===== src/rtl/apb_master_bridge.sv =====
// apb_master_bridge: buffers valid/ready commands in a small FIFO and replays
// them one at a time as APB SETUP/ACCESS transfers, returning one response per
// command. A transfer whose ACCESS phase never sees pready is aborted with an
// error after TIMEOUT_CYCLES wait cycles.
module apb_master_bridge #(
    parameter int DATA_WIDTH     = 32,
    parameter int ADDR_WIDTH     = 32,
    parameter int FIFO_DEPTH     = 2,
    parameter int TIMEOUT_CYCLES = 16
) (
    input  logic                  pclk,
    input  logic                  rst_n,
    input  logic                  cmd_valid,
    output logic                  cmd_ready,
    input  logic                  cmd_write,
    input  logic [ADDR_WIDTH-1:0] cmd_addr,
    input  logic [DATA_WIDTH-1:0] cmd_wdata,
    output logic                  rsp_valid,
    input  logic                  rsp_ready,
    output logic                  rsp_write,
    output logic [DATA_WIDTH-1:0] rsp_rdata,
    output logic                  rsp_err,
    output logic                  psel,
    output logic                  penable,
    output logic                  pwrite,
    output logic [ADDR_WIDTH-1:0] paddr,
    output logic [DATA_WIDTH-1:0] pwdata,
    output logic                  pwdata_en,
    input  logic [DATA_WIDTH-1:0] prdata,
    input  logic                  pready
);

    localparam int PTR_W  = $clog2(FIFO_DEPTH);
    localparam int CNT_W  = PTR_W + 1;
    localparam int WAIT_W = $clog2(TIMEOUT_CYCLES + 1);
    localparam logic [WAIT_W-1:0] WAIT_LAST = WAIT_W'(TIMEOUT_CYCLES - 1);
    localparam logic [CNT_W-1:0]  CNT_FULL  = CNT_W'(FIFO_DEPTH);

    typedef enum logic [1:0] {
        ST_IDLE   = 2'd0,
        ST_SETUP  = 2'd1,
        ST_ACCESS = 2'd2,
        ST_RESP   = 2'd3
    } state_t;

    // Command buffer storage and bookkeeping
    logic                  r_fifo_write [FIFO_DEPTH];
    logic [ADDR_WIDTH-1:0] r_fifo_addr  [FIFO_DEPTH];
    logic [DATA_WIDTH-1:0] r_fifo_wdata [FIFO_DEPTH];
    logic [PTR_W-1:0]      r_wr_ptr;
    logic [PTR_W-1:0]      r_rd_ptr;
    logic [CNT_W-1:0]      r_count;

    // FSM state and registered outputs
    state_t                r_state;
    state_t                w_state_nxt;
    logic [WAIT_W-1:0]     r_wait;
    logic [WAIT_W-1:0]     w_wait_nxt;
    logic                  r_psel, w_psel_nxt;
    logic                  r_penable, w_penable_nxt;
    logic                  r_pwrite, w_pwrite_nxt;
    logic                  r_pwdata_en, w_pwdata_en_nxt;
    logic [ADDR_WIDTH-1:0] r_paddr, w_paddr_nxt;
    logic [DATA_WIDTH-1:0] r_pwdata, w_pwdata_nxt;
    logic                  r_rsp_valid, w_rsp_valid_nxt;
    logic                  r_rsp_write, w_rsp_write_nxt;
    logic                  r_rsp_err, w_rsp_err_nxt;
    logic [DATA_WIDTH-1:0] r_rsp_rdata, w_rsp_rdata_nxt;

    logic w_push;
    logic w_pop;
    logic w_fifo_empty;

    assign cmd_ready    = (r_count != CNT_FULL);
    assign w_fifo_empty = (r_count == {CNT_W{1'b0}});
    assign w_push       = cmd_valid && cmd_ready;

    assign psel      = r_psel;
    assign penable   = r_penable;
    assign pwrite    = r_pwrite;
    assign pwdata_en = r_pwdata_en;
    assign paddr     = r_paddr;
    assign pwdata    = r_pwdata;
    assign rsp_valid = r_rsp_valid;
    assign rsp_write = r_rsp_write;
    assign rsp_err   = r_rsp_err;
    assign rsp_rdata = r_rsp_rdata;

    // Command FIFO: push from the command port, pop when a transfer completes
    always_ff @(posedge pclk or negedge rst_n) begin
        if (!rst_n) begin
            for (int i = 0; i < FIFO_DEPTH; i++) begin
                r_fifo_write[i] <= 1'b0;
                r_fifo_addr[i]  <= {ADDR_WIDTH{1'b0}};
                r_fifo_wdata[i] <= {DATA_WIDTH{1'b0}};
            end
            r_wr_ptr <= {PTR_W{1'b0}};
            r_rd_ptr <= {PTR_W{1'b0}};
            r_count  <= {CNT_W{1'b0}};
        end else begin
            if (w_push) begin
                r_fifo_write[r_wr_ptr] <= cmd_write;
                r_fifo_addr[r_wr_ptr]  <= cmd_addr;
                r_fifo_wdata[r_wr_ptr] <= cmd_wdata;
                r_wr_ptr               <= r_wr_ptr + PTR_W'(1);
            end
            if (w_pop) begin
                r_rd_ptr <= r_rd_ptr + PTR_W'(1);
            end
            case ({w_push, w_pop})
                2'b10:   r_count <= r_count + CNT_W'(1);
                2'b01:   r_count <= r_count - CNT_W'(1);
                default: r_count <= r_count;
            endcase
        end
    end

    // Next-state and next-output logic; every register holds unless changed
    always_comb begin
        w_state_nxt     = r_state;
        w_wait_nxt      = r_wait;
        w_psel_nxt      = r_psel;
        w_penable_nxt   = r_penable;
        w_pwrite_nxt    = r_pwrite;
        w_pwdata_en_nxt = r_pwdata_en;
        w_paddr_nxt     = r_paddr;
        w_pwdata_nxt    = r_pwdata;
        w_rsp_valid_nxt = r_rsp_valid;
        w_rsp_write_nxt = r_rsp_write;
        w_rsp_err_nxt   = r_rsp_err;
        w_rsp_rdata_nxt = r_rsp_rdata;
        w_pop           = 1'b0;
        case (r_state)
            ST_IDLE: begin
                if (!w_fifo_empty) begin
                    w_state_nxt     = ST_SETUP;
                    w_psel_nxt      = 1'b1;
                    w_penable_nxt   = 1'b0;
                    w_pwrite_nxt    = r_fifo_write[r_rd_ptr];
                    w_pwdata_en_nxt = r_fifo_write[r_rd_ptr];
                    w_paddr_nxt     = r_fifo_addr[r_rd_ptr];
                    w_pwdata_nxt    = r_fifo_wdata[r_rd_ptr];
                    w_wait_nxt      = {WAIT_W{1'b0}};
                end else begin
                    w_state_nxt = ST_IDLE;
                end
            end
            ST_SETUP: begin
                w_state_nxt   = ST_ACCESS;
                w_penable_nxt = 1'b1;
            end
            ST_ACCESS: begin
                if (pready || (r_wait == WAIT_LAST)) begin
                    // Completion: normal when pready, otherwise the wait budget ran out
                    w_state_nxt     = ST_RESP;
                    w_pop           = 1'b1;
                    w_psel_nxt      = 1'b0;
                    w_penable_nxt   = 1'b0;
                    w_pwdata_en_nxt = 1'b0;
                    w_rsp_valid_nxt = 1'b1;
                    w_rsp_write_nxt = r_pwrite;
                    w_rsp_err_nxt   = !pready;
                    w_wait_nxt      = {WAIT_W{1'b0}};
                    if (pready && !r_pwrite) begin
                        w_rsp_rdata_nxt = prdata;
                    end else begin
                        w_rsp_rdata_nxt = {DATA_WIDTH{1'b0}};
                    end
                end else begin
                    w_wait_nxt = r_wait + WAIT_W'(1);
                end
            end
            ST_RESP: begin
                if (rsp_ready) begin
                    w_rsp_valid_nxt = 1'b0;
                    if (!w_fifo_empty) begin
                        w_state_nxt     = ST_SETUP;
                        w_psel_nxt      = 1'b1;
                        w_penable_nxt   = 1'b0;
                        w_pwrite_nxt    = r_fifo_write[r_rd_ptr];
                        w_pwdata_en_nxt = r_fifo_write[r_rd_ptr];
                        w_paddr_nxt     = r_fifo_addr[r_rd_ptr];
                        w_pwdata_nxt    = r_fifo_wdata[r_rd_ptr];
                        w_wait_nxt      = {WAIT_W{1'b0}};
                    end else begin
                        w_state_nxt = ST_IDLE;
                    end
                end else begin
                    w_state_nxt = ST_RESP;
                end
            end
            default: begin
                w_state_nxt     = ST_IDLE;
                w_psel_nxt      = 1'b0;
                w_penable_nxt   = 1'b0;
                w_pwdata_en_nxt = 1'b0;
                w_rsp_valid_nxt = 1'b0;
            end
        endcase
    end

    // State register and registered APB/response outputs
    always_ff @(posedge pclk or negedge rst_n) begin
        if (!rst_n) begin
            r_state     <= ST_IDLE;
            r_wait      <= {WAIT_W{1'b0}};
            r_psel      <= 1'b0;
            r_penable   <= 1'b0;
            r_pwrite    <= 1'b0;
            r_pwdata_en <= 1'b0;
            r_paddr     <= {ADDR_WIDTH{1'b0}};
            r_pwdata    <= {DATA_WIDTH{1'b0}};
            r_rsp_valid <= 1'b0;
            r_rsp_write <= 1'b0;
            r_rsp_err   <= 1'b0;
            r_rsp_rdata <= {DATA_WIDTH{1'b0}};
        end else begin
            r_state     <= w_state_nxt;
            r_wait      <= w_wait_nxt;
            r_psel      <= w_psel_nxt;
            r_penable   <= w_penable_nxt;
            r_pwrite    <= w_pwrite_nxt;
            r_pwdata_en <= w_pwdata_en_nxt;
            r_paddr     <= w_paddr_nxt;
            r_pwdata    <= w_pwdata_nxt;
            r_rsp_valid <= w_rsp_valid_nxt;
            r_rsp_write <= w_rsp_write_nxt;
            r_rsp_err   <= w_rsp_err_nxt;
            r_rsp_rdata <= w_rsp_rdata_nxt;
        end
    end

endmodule


===== config.mk =====
export PLATFORM = sky130hd
export DESIGN_NAME = apb_master_bridge
export DESIGN_NICKNAME = d
export VERILOG_FILES = /design/src/rtl/apb_master_bridge.sv
export SDC_FILE = /design/constraint.sdc
export NUM_CORES = 1
export LEC_CHECK = 0
export ABC_AREA = 1
export CORE_UTILIZATION = 50
export CTS_CLUSTER_SIZE = 8
export DETAILED_ROUTE_END_ITERATION = 10
export PLACE_DENSITY = 0.78
export SETUP_SLACK_MARGIN = 0.02
export SLEW_MARGIN = 20
export SYNTH_ARGS = -nofsm -noshare
export SYNTH_HDL_FRONTEND = slang
export SYNTH_SLANG_ARGS = --single-unit

===== constraint.sdc =====
create_clock -name pclk -period 2.4 [get_ports pclk]
set_input_delay 0.24 -clock pclk [delete_from_list [all_inputs] [get_ports pclk]]
set_output_delay 0.24 -clock pclk [all_outputs]
set_load 0.02 [all_outputs]

Word level (Yosys, flattened, before mapping)
Cells that the tools add are included. Widths: inputs -> output; s select.

Bits in registers: 244. Bits of input ports: 102. Output and inout port bits: 104. Word-level logic and storage cells: 108.

$add $sub $neg: 5. Magnitude comparators: 3. Eq/ne operators: 9. Multiplexer cells: 50. Bitwise operators: 2. Reduce and logical (&&, ||, !) cells: 18.

Operators by type and width (number): $mux 32 (12); $bwmux 64 (2); $pmux 32 s2 (2); $demux 32 s1 (1); $mux 1 (18); $mux 5 (3); $pmux 5 s3 (1); $pmux 2 s4 (1); $reduce_and 2->1 (4); $eq 2x2->1 const B (3); $ne 2x2->1 const B (3); $pmux 1 s3 (2); $reduce_and 3->1 (2); $reduce_bool 2->1 (3); $add 5x1->5 const B (1); $eq 5x4->1 const B (1); $eq 2x1->1 const B (2); $ge 2x2->1 const B (2); $logic_not 2->1 (2); $mux 2 (2); $not 1->2 (2); $pmux 1 s2 (2); $pmux 1 s4 (1); $pmux 2 s2 (1); 10 further kinds (14).

Logic depth before layout (Yosys ltp)
Depth in word-level cells: 7. Gate-level depth with buffers: 11. Gate-level depth less buffers: 10.

Worst setup path after synthesis
OpenSTA, ideal clock, no wires.

Path type: register to register. Start: register r_wait[0]. End: register r_count[1]. Setup time: 124 ps. Arrival: 1936 ps. Data required time: 2276 ps. Slack: 339 ps. Stages on the path, launching flop included: 12. Path buffers: 1. Clock period less this slack: 2061 ps. Cell sequence: dfrtp_1 -> ha_1 -> nand2_1 -> nor2_1 -> ha_1 -> nor2_1 -> nor2_2 -> buf_2 -> ha_1 -> a21oi_1 -> o21ai_0 -> xnor2_1.

Cells in the longest elaborated chain, start to end: 6. Elaborated cells between the ends (all ways): 8. Classes of those cells: eq/ne (3); mux (3); reduce/logical (2).

RTL lines: start: declaration (line 57) `logic [WAIT_W-1:0] r_wait;`; start signal: assignment (line 206) `r_wait <= {WAIT_W{1'b0}};`; start signal: assignment (line 219) `r_wait <= w_wait_nxt;`; $eq 5x4->1 (*) (line 153) `if (pready || (r_wait == WAIT_LAST)) begin`; $logic_or 1x1->1 (*) (line 153); $mux 1 (*) (line 153); $mux 1 (*) (line 133) `case (r_state)`; via w_pop (line 71) `logic w_pop;`; $eq 2x1->1 or $eq 2x2->1 (tied branches) (line 110) `case ({w_push, w_pop})`; $pmux 2 s2 or $reduce_bool 2->1 (tied branches); end signal: assignment (line 111) `2'b10: r_count <= r_count + CNT_W'(1);`; end signal: assignment (line 112) `2'b01: r_count <= r_count - CNT_W'(1);`; end signal: assignment (line 113) `default: r_count <= r_count;`; end: declaration (line 52) `logic [CNT_W-1:0] r_count;`.

Mark *: on every way through the listed nets, which the timed path passes. The rest lies on a longest branch. A chain may end at the register's enable or synchronous reset.

Worst setup path in the final report
Start: register r_wait[1]. End: register r_rsp_rdata[31], in the netlist rsp_rdata[31].

Cells in the longest elaborated chain, start to end: 3.

RTL lines: $eq 5x4->1 (line 153); $logic_or 1x1->1 (line 153); $reduce_and 2->1 (no source line); end signal: assignment (line 216) `r_rsp_rdata <= {DATA_WIDTH{1'b0}};`; end signal: assignment (line 229) `r_rsp_rdata <= w_rsp_rdata_nxt;`; end: declaration (line 68) `logic [DATA_WIDTH-1:0] r_rsp_rdata, w_rsp_rdata_nxt;`.

No other way between the ends.

==> metrics.md <==
| Metric | Value |
|---|---|
| Share of the synthesized area in the top cell type | `59.4%` |
| Filler Cells Inserted | `1,619` |
| Final setup viols | `0` |
| Via density | `4.99` |
| Number of global-route vias before repair | `8,273` |
| Worst slew pin tran | `0.856 ns` |
| RSZ-0062 raised after global routing | `no` |
| Worst r2r path cells | `11` |
| CTS Root Cell | `clkbuf_16` |
| Routed WL per cell | `14.4 µm` |
| Slowest CP cell | `dfrtp_1` |
| Unique masters post-synth | `22` |
| Worst path most repeated cell | `nand2_1` |
| # rows | `52` |
| Starting DRT DRC Count | `479` |
| Die ar. | `21,100 µm²` |
| Min cycle time layout | `2.01 ns` |
| Post-Syn Area | `10,300 µm²` |
| Kind of critical path | `reg2reg` |
| Core ar. | `20,200 µm²` |
| Total power | `19,300 µW` |
| DP Wirelength | `15.4 mm` |
| DRC errors left | `0` |
| Leak | `0.00700 µW` |
| Crit path cell chain | `ha_1 > nand2_1 > nor2_1 > ha_1 > nor2_1 > nor2_2 > buf_4 > inv_2 > buf_12 > nand2_1 > nand2_1` |
| Worst Hold Path EP | `rsp_rdata[9]` |
| Final nets | `1,527` |
| Util after Layout | `67.3%` |
| Reg-to-reg startpoint | `r_wait[1]` |
| Register area share after synthesis | `59.4%` |
| Clock Skew | `0.0109 ns` |
| Fmax | `0.497 GHz` |
| CTS Buffer Depth | `3` |
| H-tree depth | `2` |
| Final instance area | `13,600 µm²` |
| Multi-input gate area | `3540 µm²` |
| IO Port Bufs | `205` |
| Via count | `8,438` |
| Antenna cell count | `0` |
| First-pass GRT wire length | `41.2 mm` |
| Synth area leaders | `dfrtp_1 59%, nand2_1 22%, o21ai_0 3.7%` |
| Hold Crit Class | `in2reg` |
| Setup Buffers After CTS | `0` |
| Cts bufs inserted | `36` |
| Net Count, Synth | `1,323` |
| Hold Crit Start | `prdata[9]` |
| CP Data Required Time | `2.81 ns` |
| Clk_lat worst skew | `0.48 ns` |
| Chip height | `145 µm` |
| CTS sink count | `244` |
| Clock slew at reported path FFs | `0.05 ns` |
| Total global routing overflow | `0` |
| Layout area overhead | `32.1%` |
| Pin count of the biggest net entering global routing | `91` |
| Antenna Nets Post-Route | `0` |
| First drt pass iteration count | `4` |
| Setup crit end kind | `flip-flop` |
| PwrDens | `1430 nW/µm²` |
| Period utilization | `83.8%` |
| Crit path DAT | `2.43 ns` |
| Reg area | `6110 µm²` |
| Synth area leader | `dfrtp_1` |
| TritonCTS clock tree | `done` |
| Setup TNS | `0 ns` |
| Final wirelength | `24.4 mm` |
| Maximum VDD drop | `783 µV` |
| Die width | `145 µm` |
| FF+latch count, synth | `244` |
| Warnings, synthesis | `0` |
| Initial antenna violation count | `0` |
| Total GRT Usage | `24.0%` |
| Num ports | `206` |
| CP startpoint kind | `flip-flop` |
| Syn Inst Count | `1,214` |
| Slew Limit Fails | `0` |
| Worst hold slack | `0.314 ns` |
| Worst path max stage delay | `0.40 ns` |
| Crit-path max FO | `35` |
| Max capacitance violation total | `0` |
| Gp weighted congestion | `0.801` |
| Post-DP Area | `12,600 µm²` |
| Share of layout cells above drive strength 1 | `7.32%` |
| Hold-critical path depth | `3` |
| Fin. Hold Viols | `0` |
| RR Endpoint | `rsp_rdata[31]` |
| R2R Setup Slk | `0.39 ns` |
| Mean post-synth cell area | `8.47 µm²` |
| Status | `finished clean` |
| Initial Util | `51.0%` |
| Slew margin rel. | `43.0%` |
==> synth_stat cells <==
library cell and count:
dfrtp_1 244, clkbuf_1 33, nor2_2 1, nand2_2 2
nand4_1 2, ha_1 7, buf_6 11, nor2_1 12
inv_2 3, o21ai_0 77, a21oi_1 7, xor2_1 1
buf_2 16, or2_1 1, xnor2_1 2, nand3_1 38
o21ai_2 26, o21ai_1 39, or2_2 2, buf_1 5
nand2_1 605, inv_1 80
==> per-layer routing <==
layer,global-route usage (%),wire length [µm]
met1,33.8,10900
met4,6.16,387
met3,5.55,1670
met5,0,0
met2,37.9,11400
==> final cells by class <==
class                   instances  area share [%]
clock inverters                 1          0.0369
flip-flops and latches        244            45.0
repair buffers                231            17.3
inverters                      83            2.30
clock buffers                  39            6.88
well taps                     270            2.49
multi-input cells             822            26.1
==> cells by family (layout without fill, tap and decap cells) <==
family / Yosys count / count (layout) / share of synthesized area, %
fa+ha+maj: 7 / 7 / 0.852
simple gates: 663 / 663 / 24.9
flops: 244 / 244 / 59.4
buf+inv: 148 / 354 / 6.40
compound gates: 149 / 149 / 8.21
xor+xnor: 3 / 3 / 0.256
==> cells in the final DEF (no fill, tap or decap), types with 2 or more instances in the layout <==
master / count
nand2_1: 605
dfrtp_1: 243
clkdlybuf4s50_1: 204
inv_1: 79
o21ai_0: 77
o21ai_1: 39
clkbuf_16: 37
nand3_1: 36
o21ai_2: 26
buf_4: 18
nor2_1: 11
a21oi_1: 7
ha_1: 7
buf_12: 7
inv_2: 4
nand2_2: 2
nor2_2: 2
xnor2_1: 2
nand4_1: 2
or2_2: 2
clkbuf_1: 2
==> flip-flops by register name (all words and copies together) (netlist names), 2 cells and up <==
signal / cells
paddr: 32
pwdata: 32
r_count: 2
r_fifo_addr: 64
r_fifo_wdata: 64
r_fifo_write: 2
r_state: 2
r_wait: 5
rsp_rdata: 32
==> how the worst max path moves through the flow <==
stage	start	endpoint	slack, ns	cells after the start
finish	r_wait[1]	rsp_rdata[31]	0.39	11
floorplan	r_wait[0]	r_count[1]	0.34	11
detailed placement	r_wait[1]	rsp_err	0.41	11
CTS	r_wait[1]	rsp_err	0.40	11
global placement	r_wait[1]	rsp_err	0.48	10
global route	r_wait[1]	rsp_err	0.16	11
==> critical path: cells and delay by family, from the launching register on <==
kind / cells / cell delay, ns
and+or+nand+nor: 6 / 0.53
DFF: 1 / 0.40
buffers and inverters: 3 / 0.61
adders and majority gates: 2 / 0.36
==> report_power, final <==
group / internal (µW) / switching (µW) / total [µW]
sequential: 5940 / 992 / 6940
clock: 2700 / 1590 / 4290
combinational: 3130 / 4990 / 8120
total: 11800 / 7570 / 19300
==> through the flow <==
stage,instances,worst slack (ns)
2_1_floorplan,1214,0.339
5_1_grt,1690,0.163
3_5_place_dp,1649,0.415
3_3_place_gp,1649,0.478
6_report,1690,0.388
4_1_cts,1690,0.404
==> what timing repair did <==
action	CTS	global route
hold endpoints to repair	73	0
resized for setup	0	0
setup endpoints to repair	0	0
hold buffers	1	0
No activity file was read; power rests on OpenSTA's default activity.
